[config.mk]
export PLATFORM = sky130hd
export DESIGN_NAME = axi_lite_master
export DESIGN_NICKNAME = d
export VERILOG_FILES = /design/src/rtl/axi_lite_pkg.sv /design/src/rtl/axi_lite_master.sv
export SDC_FILE = /design/constraint.sdc
export NUM_CORES = 1
export LEC_CHECK = 0
export CAP_MARGIN = 20
export CORE_ASPECT_RATIO = 0.75
export CORE_MARGIN = 3
export CORE_UTILIZATION = 25
export DETAILED_ROUTE_END_ITERATION = 6
export HOLD_SLACK_MARGIN = 0.15
export PLACE_DENSITY_LB_ADDON = 0.3
export RECOVER_POWER = 25
export SETUP_SLACK_MARGIN = 0.05
export SLEW_MARGIN = 0
export SYNTH_ARGS = -nofsm -noshare
export SYNTH_HDL_FRONTEND = slang
export SYNTH_SLANG_ARGS = --single-unit
[constraint.sdc]
create_clock -name clk -period 3.1 [get_ports clk]
set_input_delay 0.62 -clock clk [delete_from_list [all_inputs] [get_ports clk]]
set_output_delay 0.62 -clock clk [all_outputs]
set_load 0.02 [all_outputs]
[src/rtl/axi_lite_pkg.sv]
// Shared types and constants for the AXI4-Lite master: FSM state encoding, latched command
// record and the default watchdog period.
package axi_lite_pkg;

    localparam int unsigned DEFAULT_TIMEOUT = 256;

    typedef enum logic [2:0] {
        StIdle,
        StWrReq,
        StWrResp,
        StRdReq,
        StRdResp,
        StDone
    } state_e;

    typedef struct packed {
        logic        write;
        logic [31:0] addr;
        logic [31:0] wdata;
    } cmd_t;

    function automatic logic is_busy(state_e s);
        return s inside {StWrReq, StWrResp, StRdReq, StRdResp};
    endfunction

endpackage

[src/rtl/axi_lite_master.sv]
// AXI4-Lite master with one outstanding transfer, bridging a cmd/rsp handshake to AW/W/B and AR/R.
// Define AXIL_MASTER_TIMEOUT_EN to enable the inline watchdog that abandons unanswered transfers.
module axi_lite_master
    import axi_lite_pkg::*;
#(
    parameter int unsigned TIMEOUT_CYCLES = DEFAULT_TIMEOUT
) (
    input  logic        clk,
    input  logic        rst,

    input  logic        cmd_valid,
    output logic        cmd_ready,
    input  logic        cmd_write,
    input  logic [31:0] cmd_addr,
    input  logic [31:0] cmd_wdata,

    output logic        rsp_valid,
    input  logic        rsp_ready,
    output logic [31:0] rsp_rdata,
    output logic        rsp_err,

    output logic [31:0] m_awaddr,
    output logic        m_awvalid,
    input  logic        m_awready,
    output logic [31:0] m_wdata,
    output logic        m_wvalid,
    input  logic        m_wready,
    input  logic        m_bvalid,
    output logic        m_bready,

    output logic [31:0] m_araddr,
    output logic        m_arvalid,
    input  logic        m_arready,
    input  logic [31:0] m_rdata,
    input  logic        m_rvalid,
    output logic        m_rready
);

    state_e      state_q, state_d;
    cmd_t        cmd_q, cmd_d;
    logic        aw_done_q, aw_done_d;
    logic        w_done_q, w_done_d;
    logic [31:0] rdata_q, rdata_d;
    logic        timeout;

    always_comb begin
        state_d   = state_q;
        cmd_d     = cmd_q;
        aw_done_d = aw_done_q;
        w_done_d  = w_done_q;
        rdata_d   = rdata_q;

        unique case (state_q)
            StIdle: begin
                if (cmd_valid) begin
                    cmd_d.write = cmd_write;
                    cmd_d.addr  = cmd_addr;
                    cmd_d.wdata = cmd_wdata;
                    aw_done_d   = 1'b0;
                    w_done_d    = 1'b0;
                    rdata_d     = '0;
                    state_d     = cmd_write ? StWrReq : StRdReq;
                end
            end
            StWrReq: begin
                // AW and W complete independently; move on once both have been taken.
                aw_done_d = aw_done_q | m_awready;
                w_done_d  = w_done_q | m_wready;
                if (aw_done_d && w_done_d) begin
                    state_d = StWrResp;
                end
            end
            StWrResp: begin
                if (m_bvalid) begin
                    rdata_d = '0;
                    state_d = StDone;
                end
            end
            StRdReq: begin
                if (m_arready) begin
                    state_d = StRdResp;
                end
            end
            StRdResp: begin
                if (m_rvalid) begin
                    rdata_d = m_rdata;
                    state_d = StDone;
                end
            end
            StDone: begin
                if (rsp_ready) begin
                    state_d = StIdle;
                end
            end
            default: state_d = StIdle;
        endcase

        if (timeout) begin
            rdata_d = '0;
            state_d = StDone;
        end
    end

    always_ff @(posedge clk) begin
        if (rst) begin
            state_q   <= StIdle;
            cmd_q     <= '0;
            aw_done_q <= 1'b0;
            w_done_q  <= 1'b0;
            rdata_q   <= '0;
        end else begin
            state_q   <= state_d;
            cmd_q     <= cmd_d;
            aw_done_q <= aw_done_d;
            w_done_q  <= w_done_d;
            rdata_q   <= rdata_d;
        end
    end

`ifdef AXIL_MASTER_TIMEOUT_EN
    logic [31:0] timer_q, timer_d;
    logic        err_q, err_d;

    // Counts busy cycles; fires on the last allowed one so the FSM leaves after exactly
    // TIMEOUT_CYCLES cycles of waiting.
    assign timeout = is_busy(state_q) && (timer_q == TIMEOUT_CYCLES - 1);

    always_comb begin
        timer_d = timer_q;
        err_d   = err_q;
        if (state_q == StIdle) begin
            timer_d = '0;
            err_d   = 1'b0;
        end else if (is_busy(state_q)) begin
            timer_d = timer_q + 32'd1;
        end
        if (timeout) begin
            err_d = 1'b1;
        end
    end

    always_ff @(posedge clk) begin
        if (rst) begin
            timer_q <= '0;
            err_q   <= 1'b0;
        end else begin
            timer_q <= timer_d;
            err_q   <= err_d;
        end
    end

    assign rsp_err = err_q;
`else
    logic unused_timeout_cfg;

    assign unused_timeout_cfg = |TIMEOUT_CYCLES;
    assign timeout            = 1'b0;
    assign rsp_err            = 1'b0;
`endif

    assign cmd_ready = (state_q == StIdle);
    assign rsp_valid = (state_q == StDone);
    assign rsp_rdata = rdata_q;

    assign m_awaddr  = cmd_q.addr;
    assign m_wdata   = cmd_q.wdata;
    assign m_araddr  = cmd_q.addr;
    assign m_awvalid = (state_q == StWrReq) && !aw_done_q;
    assign m_wvalid  = (state_q == StWrReq) && !w_done_q;
    assign m_bready  = (state_q == StWrResp);
    assign m_arvalid = (state_q == StRdReq);
    assign m_rready  = (state_q == StRdResp);

endmodule
==> metrics, run 1 <==
status finished, final reports clean; CORE AREA around 0.016 mm²; Worst Skew 5.60 ps; worst-path fanout max 12; Finished Cell Area 0.00670 mm²; CP bufs+invs 1; clk sinks 101; Die H between 100 and 150 µm; full die area 0.0180 mm²; Yosys warnings 0; synth unique cells 27; Pleak 2.51 nW; Yosys reg bits slightly above 100; DR DRC count 0; Mapped Cells between 400 and 500; Clock Latency Late Sink approximately 350 ps; Worst Path Arrival 2180 ps; post_cts resized 0; Vias/cell 4.35; largest cells by area after synthesis dfxtp_1 (49%), nand2_1 (18%), a21oi_1 (8.2%); fraction of layout cells with a size suffix above 1 4.08%; CTS max path bufs 2; CP Capture Type output port; GRT Overall Usage 13.6%; NetSw 1.12 mW; Post-Place Cell Area 0.00636 mm²; buffers added on ports 240; postcts setup bufs 0; Crit Path Category reg2out; global-route wire length before repair around 20000 µm; unrepaired setup endpoints after global routing no; final count of pins violating max slew 0; layout overhead on the synthesized area 63.5%; initial antenna violation count 0; Gate power share a little over a quarter; Post-Syn Nets 599; Syn Area/Cell 8.31 µm²; largest net degree at the start of global routing just under 70; vias in the first global route 3780; grt total ovfl 0; share of Yosys cell area claimed by the top area cell type 49.3%; via count 3876; # IOs 242; final setup vio count 0; GR peak layer met2; Clock Power Share 34.2%; Die X between 150 and 200 µm; startpoint types flop; initial core utilization between 20% and 30%; CTS root buffer clkbuf_16; delay-heaviest family, CP flip-flops; Post-Route WL 12700 µm; TritonCTS buffer count 9; maximum vdd drop 263 µV; # nets final 788; max-capacitance violation count 0; CP max-delay cell dfxtp_1; ANT cells 0; # rows 39; met3 GRT Util 6.03%; clk slew on worst S/H paths ~70 ps; Rel. slew slack 9.47%; power per cell area 573 mW/mm²; f_max between 300 and 400 MHz; sequential-to-total area share from yosys stat 49.3%; final hold violations 0; crit-path cells or3b_2, nor2_1, clkdlybuf4s50_1; GR Layer Usage met1 16.3%; RD Place Congestion around 0.79; Pint 2.72 mW; Period Utilization, post-route 90.3%; CTS tree built; part of the power in registers 38.7%; end-of-flow core utilization between 40% and 50%; drt pass-1 iters 4; CTS Hold Buffers Added 0; Critical Path RT ~2500 ps; Syn Std Cell Area 0.00410 mm²; Yosys top cell by area dfxtp_1; Detail Route Antenna Nets 0; Iteration-0 DRC Markers between 150 and 200; CP peak stage delay a little over 600 ps; sw frac ~29%; Setup TNS 0 ps; minimum clock period 2800 ps; DPL Wire Length ~9000 µm; H-tree levels 3; met2 GRT Util 22.4%; Worst Tran Pin Value 1360 ps; WL per Instance between 10 and 15 µm; HP Class reg2reg
==> final timing paths <==
path,startpoint,endpoint,slack [ps],depth (start not counted)
setup / recovery,state_q[0]$_SDFFE_PP0P_,m_awvalid,300,3
hold / removal,m_wdata[12]$_SDFFE_PP0P_,m_wdata[12]$_SDFFE_PP0P_,450,2
setup reg to reg,state_q[2]$_SDFFE_PP0P_,m_araddr[29]$_SDFFE_PP0P_,800,5
hold reg to reg,m_wdata[12]$_SDFFE_PP0P_,m_wdata[12]$_SDFFE_PP0P_,450,2
==> through the flow <==
| stage | cells | worst slack (ps) | hold WS (ps) | total power, mW |
|---|---|---|---|---|
| floorplan | 493 | 1170 | 489 | 2.15 |
| global placement | 876 | 688 | 442 | 2.58 |
| detailed placement | 876 | 599 | 447 | 2.60 |
| CTS | 892 | 273 | 456 | 3.93 |
| global route | 892 | 205 | 467 | 4.03 |
| finish | 892 | 302 | 452 | 3.84 |
==> state kept, by name (all words and copies together) (netlist names) <==
| register | cells |
|---|---|
| m_araddr | 32 |
| m_wdata | 32 |
| aw_done_q | 1 |
| state_q | 3 |
| w_done_q | 1 |
| rsp_rdata | 32 |
==> cell type report <==
cell class	instances	area [µm²]
sequential	101	2020
multi-input combinational	323	1620
tap	205	256
clock inverter	5	108
timing repair buffer	246	2450
inverter	1	3.75
clock buffer	11	243
fill	1522	8910
==> cells in the final DEF (no fill, tap or decap), types with 2 or more instances in the layout <==
cell type,count
clkinv_4,2
bufinv_16,3
nand2b_1,2
a21oi_1,67
nor3b_1,3
nor3_1,2
and3b_1,2
mux2i_1,33
a22oi_1,2
dfxtp_1,101
buf_4,4
nand2_1,192
clkbuf_16,9
dlygate4sd3_1,36
nor2_1,7
clkdlybuf4s50_1,203
==> kinds of logic after synthesis <==
group	Yosys count	synth area share, %
mux	34	8.61
other cells	1	0.0915
compound gates	74	9.80
buf+inv	69	11.3
simple gates	214	20.8
flops	101	49.3
==> routing by layer <==
layer | share of wire [%] | vias to the layer above
met4 | 1.2 | 0
met3 | 10 | 9
met2 | 46 | 165
li1 | - | 1928
met1 | 43 | 1774
met5 | 0 | -
==> synthesized netlist by cell type <==
| master | n |
|---|---|
| buf_4 | 34 |
| and2_1 | 2 |
| buf_6 | 9 |
| nor2_1 | 7 |
| clkinv_1 | 1 |
| a211oi_1 | 1 |
| a21oi_1 | 67 |
| nor3b_1 | 3 |
| clkbuf_1 | 15 |
| or3b_2 | 1 |
| mux4_2 | 1 |
| a211oi_4 | 1 |
| nor3_1 | 2 |
| nand2b_1 | 2 |
| nor2b_1 | 1 |
| buf_2 | 8 |
| nand2_1 | 193 |
| buf_1 | 2 |
| o22ai_1 | 1 |
| mux2i_1 | 33 |
| conb_1 | 1 |
| a22oi_1 | 2 |
| o311ai_0 | 1 |
| dfxtp_1 | 101 |
| nor3b_2 | 1 |
| and3b_1 | 2 |
| o2bb2ai_1 | 1 |
==> power by group through the flow <==
stage / Combinational (mW) / Clock [mW] / Sequential (mW)
after floorplan: 0.547 / 0 / 1.61
after global placement: 1.07 / 0 / 1.51
after detailed placement: 1.08 / 0 / 1.52
final: 1.04 / 1.31 / 1.48
after global routing: 1.12 / 1.41 / 1.50
after CTS: 1.08 / 1.36 / 1.49
==> worst reg2reg max path, stage by stage (launching register included) <==
cell	delay [ps]
dfxtp_1	610
nor3_1	170
nand2_2	90
clkbuf_2	950
nand2_1	210
a21oi_1	190
Note: power is estimated with default switching activity, not from simulation.
==> run 2, diff against run 1 <==
SLEW_MARGIN = unset   (was 0)
==> results of run 2 <==
Final layout, timing and power as in run 1 (identical DEF).
